### src/rtl/pwr_pkg.sv
// Shared types and constants for the board power-rail supervisor (pwr_good_monitor).
// Rail order matches the board enable switches: VDD2, AVDD1_ESD, AVDD1, DVDD1, VREF.
package pwr_pkg;

    localparam int NUM_RAILS_DEFAULT = 5;

    typedef enum logic [2:0] {
        RAIL_VDD2      = 3'd0,
        RAIL_AVDD1_ESD = 3'd1,
        RAIL_AVDD1     = 3'd2,
        RAIL_DVDD1     = 3'd3,
        RAIL_VREF      = 3'd4
    } rail_idx_t;

    typedef enum logic [1:0] {
        OFF   = 2'd0,
        RAMP  = 2'd1,
        GOOD  = 2'd2,
        FAULT = 2'd3
    } rail_state_t;

    typedef enum logic [1:0] {
        FT_NONE    = 2'd0,
        FT_TIMEOUT = 2'd1,
        FT_DROP    = 2'd2
    } fault_type_t;

    // Bits needed for a counter that runs 0 .. n-1; never narrower than one bit.
    function automatic int cnt_width(input int n);
        return (n > 1) ? $clog2(n) : 1;
    endfunction

endpackage

### src/rtl/pg_rail_fsm.sv
// One supervised rail: PG synchronizer, debouncer, ramp timer and OFF/RAMP/GOOD/FAULT FSM.
// The FSM state and latched fault type are exported so the top can decode outputs from them.
module pg_rail_fsm
    import pwr_pkg::*;
#(
    parameter int DEBOUNCE_CYC     = 1000,
    parameter int RAMP_TIMEOUT_CYC = 100000
) (
    input  logic        clk,
    input  logic        rst,
    input  logic        en,
    input  logic        pg_async,
    input  logic        fault_clr,
    output rail_state_t state,
    output fault_type_t fault_type
);

    localparam int DW = cnt_width(DEBOUNCE_CYC);
    localparam int TW = cnt_width(RAMP_TIMEOUT_CYC);
    localparam logic [DW-1:0] DB_LAST = DW'(DEBOUNCE_CYC - 1);
    localparam logic [TW-1:0] TO_LAST = TW'(RAMP_TIMEOUT_CYC - 1);

    logic          pg_meta;
    logic          pg_sync;
    logic          pg_stable;
    logic [DW-1:0] db_cnt;

    rail_state_t   state_q;
    rail_state_t   state_d;
    fault_type_t   type_q;
    fault_type_t   type_d;
    logic [TW-1:0] timer_q;
    logic [TW-1:0] timer_d;

    always_ff @(posedge clk) begin
        if (rst) begin
            pg_meta <= 1'b0;
            pg_sync <= 1'b0;
        end else begin
            pg_meta <= pg_async;
            pg_sync <= pg_meta;
        end
    end

    // A new PG level is accepted only after it has differed from the stable one
    // for DEBOUNCE_CYC consecutive cycles; any return to the stable level restarts the count.
    always_ff @(posedge clk) begin
        if (rst) begin
            pg_stable <= 1'b0;
            db_cnt    <= '0;
        end else if (pg_sync == pg_stable) begin
            db_cnt <= '0;
        end else if (db_cnt == DB_LAST) begin
            pg_stable <= ~pg_stable;
            db_cnt    <= '0;
        end else begin
            db_cnt <= db_cnt + 1'b1;
        end
    end

    always_ff @(posedge clk) begin
        if (rst) begin
            state_q <= OFF;
            type_q  <= FT_NONE;
            timer_q <= '0;
        end else begin
            state_q <= state_d;
            type_q  <= type_d;
            timer_q <= timer_d;
        end
    end

    // Enable removal is tested first in RAMP and GOOD so a disable racing a PG drop
    // lands in OFF; PG good is tested before the timeout so a late-but-good rail wins.
    always_comb begin
        state_d = state_q;
        type_d  = type_q;
        timer_d = timer_q;
        unique case (state_q)
            OFF: begin
                if (en) begin
                    state_d = RAMP;
                    timer_d = '0;
                end
            end
            RAMP: begin
                if (!en) begin
                    state_d = OFF;
                end else if (pg_stable) begin
                    state_d = GOOD;
                end else if (timer_q == TO_LAST) begin
                    state_d = FAULT;
                    type_d  = FT_TIMEOUT;
                end else begin
                    timer_d = timer_q + 1'b1;
                end
            end
            GOOD: begin
                if (!en) begin
                    state_d = OFF;
                end else if (!pg_stable) begin
                    state_d = FAULT;
                    type_d  = FT_DROP;
                end
            end
            FAULT: begin
                if (fault_clr) begin
                    state_d = OFF;
                    type_d  = FT_NONE;
                end
            end
            default: begin
                state_d = OFF;
                type_d  = FT_NONE;
            end
        endcase
    end

    always_comb begin
        state      = state_q;
        fault_type = type_q;
    end

endmodule

### src/rtl/pwr_good_monitor.sv
// Board power-rail supervisor: NUM_RAILS pg_rail_fsm instances plus fault OR and global shutdown.
// Define PWR_GOOD_MONITOR_AUTO_SHUTDOWN_EN to make any fault force all rails off until cleared.
module pwr_good_monitor
    import pwr_pkg::*;
#(
    parameter int NUM_RAILS        = NUM_RAILS_DEFAULT,
    parameter int DEBOUNCE_CYC     = 1000,
    parameter int RAMP_TIMEOUT_CYC = 100000
) (
    input  logic                 clk,
    input  logic                 rst,
    input  logic [NUM_RAILS-1:0] en_req,
    input  logic [NUM_RAILS-1:0] pg_in,
    input  logic                 fault_clr,
    output logic [NUM_RAILS-1:0] en_out,
    output logic [NUM_RAILS-1:0] rail_good,
    output logic [NUM_RAILS-1:0] fault_timeout,
    output logic [NUM_RAILS-1:0] fault_drop,
    output logic                 fault_any,
    output logic                 shutdown
);

    rail_state_t          rail_state [NUM_RAILS];
    fault_type_t          rail_fault [NUM_RAILS];
    logic [NUM_RAILS-1:0] fault_bits;
    logic                 fault_any_q;

    generate
        for (genvar i = 0; i < NUM_RAILS; i++) begin : g_rail
            pg_rail_fsm #(
                .DEBOUNCE_CYC     (DEBOUNCE_CYC),
                .RAMP_TIMEOUT_CYC (RAMP_TIMEOUT_CYC)
            ) u_rail (
                .clk        (clk),
                .rst        (rst),
                .en         (en_out[i]),
                .pg_async   (pg_in[i]),
                .fault_clr  (fault_clr),
                .state      (rail_state[i]),
                .fault_type (rail_fault[i])
            );
        end
    endgenerate

    always_comb begin
        rail_good     = '0;
        fault_timeout = '0;
        fault_drop    = '0;
        for (int i = 0; i < NUM_RAILS; i++) begin
            rail_good[i]     = (rail_state[i] == GOOD);
            fault_timeout[i] = (rail_state[i] == FAULT) && (rail_fault[i] == FT_TIMEOUT);
            fault_drop[i]    = (rail_state[i] == FAULT) && (rail_fault[i] == FT_DROP);
        end
    end

    assign fault_bits = fault_timeout | fault_drop;

    always_ff @(posedge clk) begin
        if (rst) begin
            fault_any_q <= 1'b0;
        end else begin
            fault_any_q <= |fault_bits;
        end
    end

    assign fault_any = fault_any_q;

    // The shutdown flop is the registered fault OR: it rises one cycle after a rail
    // faults and falls one cycle after fault_clr empties every FAULT state.
`ifdef PWR_GOOD_MONITOR_AUTO_SHUTDOWN_EN
    assign shutdown = fault_any_q;
`else
    assign shutdown = 1'b0;
`endif

    assign en_out = en_req & ~{NUM_RAILS{shutdown}};

endmodule
### config.mk
export PLATFORM = sky130hd
export DESIGN_NAME = pwr_good_monitor
export DESIGN_NICKNAME = d
export VERILOG_FILES = /design/src/rtl/pwr_pkg.sv /design/src/rtl/pg_rail_fsm.sv /design/src/rtl/pwr_good_monitor.sv
export SDC_FILE = /design/constraint.sdc
export NUM_CORES = 1
export LEC_CHECK = 0
export ABC_AREA = 1
export CORE_MARGIN = 2
export CORE_UTILIZATION = 45
export CTS_CLUSTER_SIZE = 16
export DETAILED_ROUTE_END_ITERATION = 8
export GPL_TIMING_DRIVEN = 1
export HOLD_SLACK_MARGIN = 0.02
export SLEW_MARGIN = 20
export SYNTH_ARGS = -nofsm -noshare
export SYNTH_HDL_FRONTEND = slang
export SYNTH_SLANG_ARGS = --single-unit
### constraint.sdc
create_clock -name clk -period 4.3 [get_ports clk]
set_clock_uncertainty 0.05 [all_clocks]
set_input_delay 1.075 -clock clk [delete_from_list [all_inputs] [get_ports clk]]
set_output_delay 1.075 -clock clk [all_outputs]
set_load 0.05 [all_outputs]
==> flow_summary.ini <==
[sta]
tns_ns = 0
drv_slew = 0
finalSetupViolCount = 0
max_slew_margin_pct = 47.8
hold_violations = 0
rsz0062_at_grt = no
fin_crit_ns = 3.63
worstMarginPinSlew_ns = 0.780
fmax_ghz = 0.276
finalCritPeriodShare_pct = 84.3

[power]
power.density_nw_per_um2 = 360
ir_worst_vdd_mv = 0.261
p_leak_uw = 0.00393

[synthesis]
synth_edf_count = 0
synth.avg_cell_area_um2 = 6.40
synth_area_leaders = dfxtp_1 (36%), nand2_1 (13%), nor2_1 (9.5%)
yosysWarnings = 0
synth_fp_nets = 1504
synth_top_area_cell = dfxtp_1
syn_inst = 1481
synthArstFlopShare_pct = 0
yosys.area.top_type_share_pct = 36.1
synth_ff_type = dfxtp_1
synth_commonest_cells = nand2_1 (333), nor2_1 (241), inv_1 (189)
yosysMostFrequentCell = nand2_1
ys_seq_area_share_pct = 36.1
synth_area_um2 = 9480
synth.distinct_cells = 45
ys_ff_latch = 171

[setup_path]
critPathTopFamily = buffers and inverters
worstPathArrival_ns = 2.50
critPathMaxFanout = 5
r2r_setup_slack_ns = 1.86
worstSetupStartpointType = input port
end_kind = primary output
crit_path_top_delay_cell = clkdlybuf4s50_1
timing.rr.end = g_rail[0].u_rail.state[0]$_SDFFE_PP0P_
crit_top_cell = clkdlybuf4s50_1
path_class = input port to primary output
max_stage_delay_ns = 0.84
reg2regPathDepth = 7
crit_chain = clkdlybuf4s50_1, clkdlybuf4s50_1
worst-path-buf-inv = 2
required_ns = 3.17
r2r-start = g_rail[0].u_rail.state[1]$_SDFFE_PP0P_

[die]
io_pins = 35
fp-row-count = 53
die_width_um = 149
die_area_um2 = 22300
initial_utilization_pct = 45.5
core_um2 = 20800
die_h_um = 149

[min_path]
worstHoldEndpoint = g_rail[0].u_rail.pg_sync$_SDFF_PP0_
hp-class = flop to flop
hold_path_startpoint = g_rail[0].u_rail.pg_meta$_SDFF_PP0_
min_path_cells = 2

[routing]
vias = 8993
totalWireLength_mm = 21.5
drtAntennaViolNets = 0
wire_per_inst_um = 12.0
vias_per_cell = 5.03
dr.pass1.iters = 7
drt-initial-drc-count = 553
drcViolationCount = 0

[clocking]
clk_latency_ns = 0.42
htree_levels = 4
clock-root-buffer = clkbuf_16
cts_made_buffers = 17
cts_tree = built
clkTransAtPathRegs_ns = 0.07
ctsHoldBuffers = 0
post_cts_buffers = 0
cts_resized = 0
cts.sinks = 171
clockBufferDepth = 2

[global_route]
grt_max_degree = 67
grt_pass1_wl_mm = 37.6
grt_pass1_vias = 8356
grt_use_total_pct = 20.1
antenna_found_initial = 0
grt_overflow = 0

[run]
drv_cap = 0

[layout]
final_net_count = 1524
insertedDiodeCount = 0
layout-drive-gt1-share_pct = 5.82
instances_no_fill = 1788
area_delta_synth_final_pct = 10.9

[place]
port_buffers = 33
place.gp.congestion = 0.911
dp_hpwl_mm = 15.5
dp_cells = 1757

[outcome]
outcome = completed
==> power by group <==
| part | internal [uW] | total [uW] | switching (uW) |
|---|---|---|---|
| clock | 765 | 1440 | 676 |
| sequential | 1650 | 1720 | 65.3 |
| combinational | 177 | 632 | 455 |
==> placed cells by master, fill, tap and decap left out, types with 3 or more instances in the layout <==
| cell | count |
|---|---|
| nand2_1 | 333 |
| nor2_1 | 241 |
| inv_1 | 189 |
| dfxtp_1 | 171 |
| nand3_1 | 143 |
| a21oi_1 | 90 |
| o21ai_0 | 56 |
| nor3_1 | 46 |
| nand4_1 | 38 |
| clkdlybuf4s50_1 | 32 |
| nor3b_1 | 18 |
| clkbuf_16 | 17 |
| xor2_1 | 16 |
| nor2_2 | 14 |
| inv_2 | 10 |
| ha_1 | 10 |
| o21bai_1 | 8 |
| a31oi_1 | 8 |
| nand2_2 | 6 |
| inv_6 | 5 |
| nand2_4 | 4 |
| or2_2 | 4 |
| nor2_4 | 4 |
| nand3b_1 | 4 |
| clkinvlp_4 | 4 |
| buf_4 | 4 |
| nand3_2 | 3 |
| and3_1 | 3 |
| nor4_1 | 3 |
==> cell families after synthesis <==
| family | synth area share [%] |
|---|---|
| and+or+nand+nor | 40.7 |
| buffers and inverters | 10.3 |
| AOI/OAI and AO/OA | 9.96 |
| DFF | 36.1 |
| xor gates and xnor gates | 1.57 |
| adders and majority gates | 1.32 |
| other | 0.0395 |
==> layout make-up <==
class	count	area (um^2)
inverters	202	759
well taps	275	344
flip-flops and latches	171	3420
clock inverters	13	108
multi-input cells	1072	5080
clock buffers	18	439
fillers	2189	10300
repair buffers	37	355
==> routing by layer <==
metal	wire length (um)	global-route usage (%)	vias up
met3	687	4.04	23
li1	-	-	4810
met5	0	0	-
met2	9970	34.6	112
met4	276	4.90	0
met1	10600	26.0	4048
==> sequential cells by signal, indices dropped and copies added, names as in the netlist <==
register,cells
g_rail.u_rail.timer_q,85
g_rail.u_rail.db_cnt,50
g_rail.u_rail.fault_type,10
g_rail.u_rail.state,10
g_rail.u_rail.pg_meta,5
g_rail.u_rail.pg_stable,5
g_rail.u_rail.pg_sync,5
fault_any,1
==> worst max-delay path by stage <==
| stage | end | from | cells past startpoint | slack [ns] |
|---|---|---|---|---|
| CTS | en_out[3] | en_req[3] | 2 | 0.68 |
| finish | en_out[3] | en_req[3] | 2 | 0.67 |
| global route | en_out[1] | en_req[1] | 2 | 0.62 |
| global placement | en_out[3] | en_req[3] | 2 | 0.70 |
| floorplan | fault_drop[1] | g_rail[1].u_rail.state[0]$_SDFFE_PP0P_ | 2 | 1.54 |
| detailed placement | en_out[3] | en_req[3] | 2 | 0.68 |
==> metrics by stage <==
| step | total power (uW) | cell area [um^2] | hold slack (ns) | util, % | setup slack [ns] |
|---|---|---|---|---|---|
| 2_1_floorplan | 2250 | 9480 | 0.338 | - | 1.54 |
| 3_3_place_gp | 2380 | 9970 | 0.350 | 47.9 | 0.696 |
| 3_5_place_dp | 2390 | 9970 | 0.347 | 47.9 | 0.683 |
| 4_1_cts | 3840 | 10500 | 0.357 | 50.5 | 0.678 |
| 5_1_grt | 4010 | 10500 | 0.372 | 50.5 | 0.621 |
| 6_report | 3790 | 10500 | 0.355 | 50.5 | 0.675 |
Power figures use the tool's default switching activity.
==> RTL change, RTL diff (same settings) <==
Add a define of `PWR_GOOD_MONITOR_AUTO_SHUTDOWN_EN`.
--- a/src/rtl/pwr_good_monitor.sv
+++ b/src/rtl/pwr_good_monitor.sv
@@ -1,5 +1,7 @@
 // Board power-rail supervisor: NUM_RAILS pg_rail_fsm instances plus fault OR and global shutdown.
 // Define PWR_GOOD_MONITOR_AUTO_SHUTDOWN_EN to make any fault force all rails off until cleared.
+`define PWR_GOOD_MONITOR_AUTO_SHUTDOWN_EN
+
 module pwr_good_monitor
     import pwr_pkg::*;
 #(
Check against the original RTL: no difference found for any inputs over 4 cycles, from zero or initial values and one cycle with rst high; that may be too few to reach the edited logic, so the function may still have changed.
==> RTL change against the unedited design <==
- combinational power shrank 38%
- sequential cell count is the same
- cell area shrank 0.38%
- area after synthesis shrank 1.1%
- wire length shrank 0.76%
- worst setup slack lost 90 ps
- final cell count shrank 3.1%
- power shrank 2.4%
- sequential share of layout area grew 0.12 points
- largest power group is now the clock network
- largest cell class unchanged
==> RTL change: results (changes against the unedited design) <==
metric,value,unit,change
first_iter_violations,502,,-9.2%
timing.reg2reg.setup_slack,1800,ps,-60 ps
netlist-cell-type-count,44,,-2.2%
r2r_end,g_rail[1].u_rail.timer_q[1]$_SDFFE_PP0P_,,
nClkBuffers,20,,+2
clock_area_share,6.05,%,+0.84 points
grt_pass1_wl,36900,um,-1.7%
pwr-share-comb,10.5,%,-6.2 points
crit_path_end_kind,output pin,,
port_buffers,34,,+3.0%
synthXorXnorAreaFrac,3.17,%,+1.6 points
cp_slowest_cell,clkdlybuf4s50_1,,
post_cts_buffers,0,,unchanged
routabilityCongestion,0.816,,-10%
placed_area,9840,um^2,-1.3%
insertion_delay,420,ps,about the same
nFillCells,2088,,-4.6%
power_frac_seq,44.5,%,-0.8 points
grt_pass1_vias,7965,,-4.7%
power.leakage,3.87,nW,-1.5%
multi_input_cells,1042,,-2.8%
via_per_inst,4.98,,-0.93%
drive_gt1_share,6.70,%,+0.88 points
synth.avg_cell_area,6.56,um^2,+2.5%
relSlewSlack,45.6,%,-2.1 points
place_hpwl,15200,um,-1.9%
cp-startpoint,en_req[1],,
routed_wl,21300,um,-0.76%
status,finished clean,,
grt_use_total,20.1,%,about the same
synthAdderAreaFrac,1.33,%,+0.014 points
powerDensity,353,nW/um^2,-2.0%
finalNonFillerCells,1733,,-3.1%
multi_input_area_share,48.1,%,-0.25 points
dp_slack,590,ps,-92.9 ps
min_period,3710,ps,+89.5 ps
fin_nets,1473,,-3.3%
crit_fanout,5,,unchanged
regArea,3420,um^2,unchanged
cp-endpoint,en_out[1],,
inv_count,181,,-10%
sw_frac_of_total,26.4,%,-5.2 points
r2r_start,g_rail[1].u_rail.state[0]$_SDFFE_PP0P_,,
diodes,0,,unchanged
synthArstFlopShare,0,%,unchanged
synth_warnings,0,,unchanged
drtPass1Iterations,5,,-2
final-nonclk-buf-share,3.42,%,+0.037 points
synth_compound_area_share,10.1,%,+0.19 points
top_regs,"g_rail.u_rail.timer_q (85), g_rail.u_rail.db_cnt (50)",,
reg2reg_depth,9,,+2
worstPathArrival,2590,ps,+90 ps
grt_antenna_before_repair,0,,unchanged
hold_path.class,reg -> reg,,
synth_common_cells,"nand2_1 (340), nor2_1 (235), dfxtp_1 (171), inv_1 (167), nand3_1 (113)",,
cp_top_family,buffers and inverters,,
grt_max_degree,39,,-42%
ir_drop,0.000238,V,-8.7%
ys_top_cells_by_area,"dfxtp_1 (36%), nand2_1 (14%), nor2_1 (9.4%), inv_1 (6.7%), nand3_1 (6.0%)",,
ys_seq_area_share,36.5,%,+0.39 points
## RTL change: changes by cell type after synthesis, sizes merged, moves of 11 or more
cell	before	now
a21oi	92	111
inv	199	181
nand2	343	359
nand3	146	114
nand4	39	24
o21ai	58	35
xor2	16	27
## RTL change: how the worst min path moves through the flow
| stage | depth (start not counted) | slack [ps] | endpoint | startpoint |
|---|---|---|---|---|
| floorplan | 2 | 340 | g_rail[0].u_rail.pg_sync$_SDFF_PP0_ | g_rail[0].u_rail.pg_meta$_SDFF_PP0_ |
| global placement | 2 | 340 | g_rail[0].u_rail.pg_sync$_SDFF_PP0_ | g_rail[0].u_rail.pg_meta$_SDFF_PP0_ |
| detailed placement | 2 | 340 | g_rail[2].u_rail.pg_sync$_SDFF_PP0_ | g_rail[2].u_rail.pg_meta$_SDFF_PP0_ |
| CTS | 2 | 350 | g_rail[2].u_rail.pg_sync$_SDFF_PP0_ | g_rail[2].u_rail.pg_meta$_SDFF_PP0_ |
| global route | 2 | 370 | g_rail[2].u_rail.pg_sync$_SDFF_PP0_ | g_rail[2].u_rail.pg_meta$_SDFF_PP0_ |
| finish | 2 | 350 | g_rail[2].u_rail.pg_sync$_SDFF_PP0_ | g_rail[2].u_rail.pg_meta$_SDFF_PP0_ |
## RTL change: stage by stage
step / power [W] / util, % / hold WS (ps)
floorplan: 0.00199 / - / 338
global placement: 0.00207 / 48.3 / 344
detailed placement: 0.00207 / 48.3 / 344
CTS: 0.00374 / 51.4 / 354
global route: 0.00387 / 51.4 / 370
finish: 0.00370 / 51.4 / 354
## RTL change: metal layers
layer,GRT usage (%),routed length [um]
met1,27.2,10700
met2,33.4,9850
met3,3.62,622
met4,5.19,193
met5,0,0
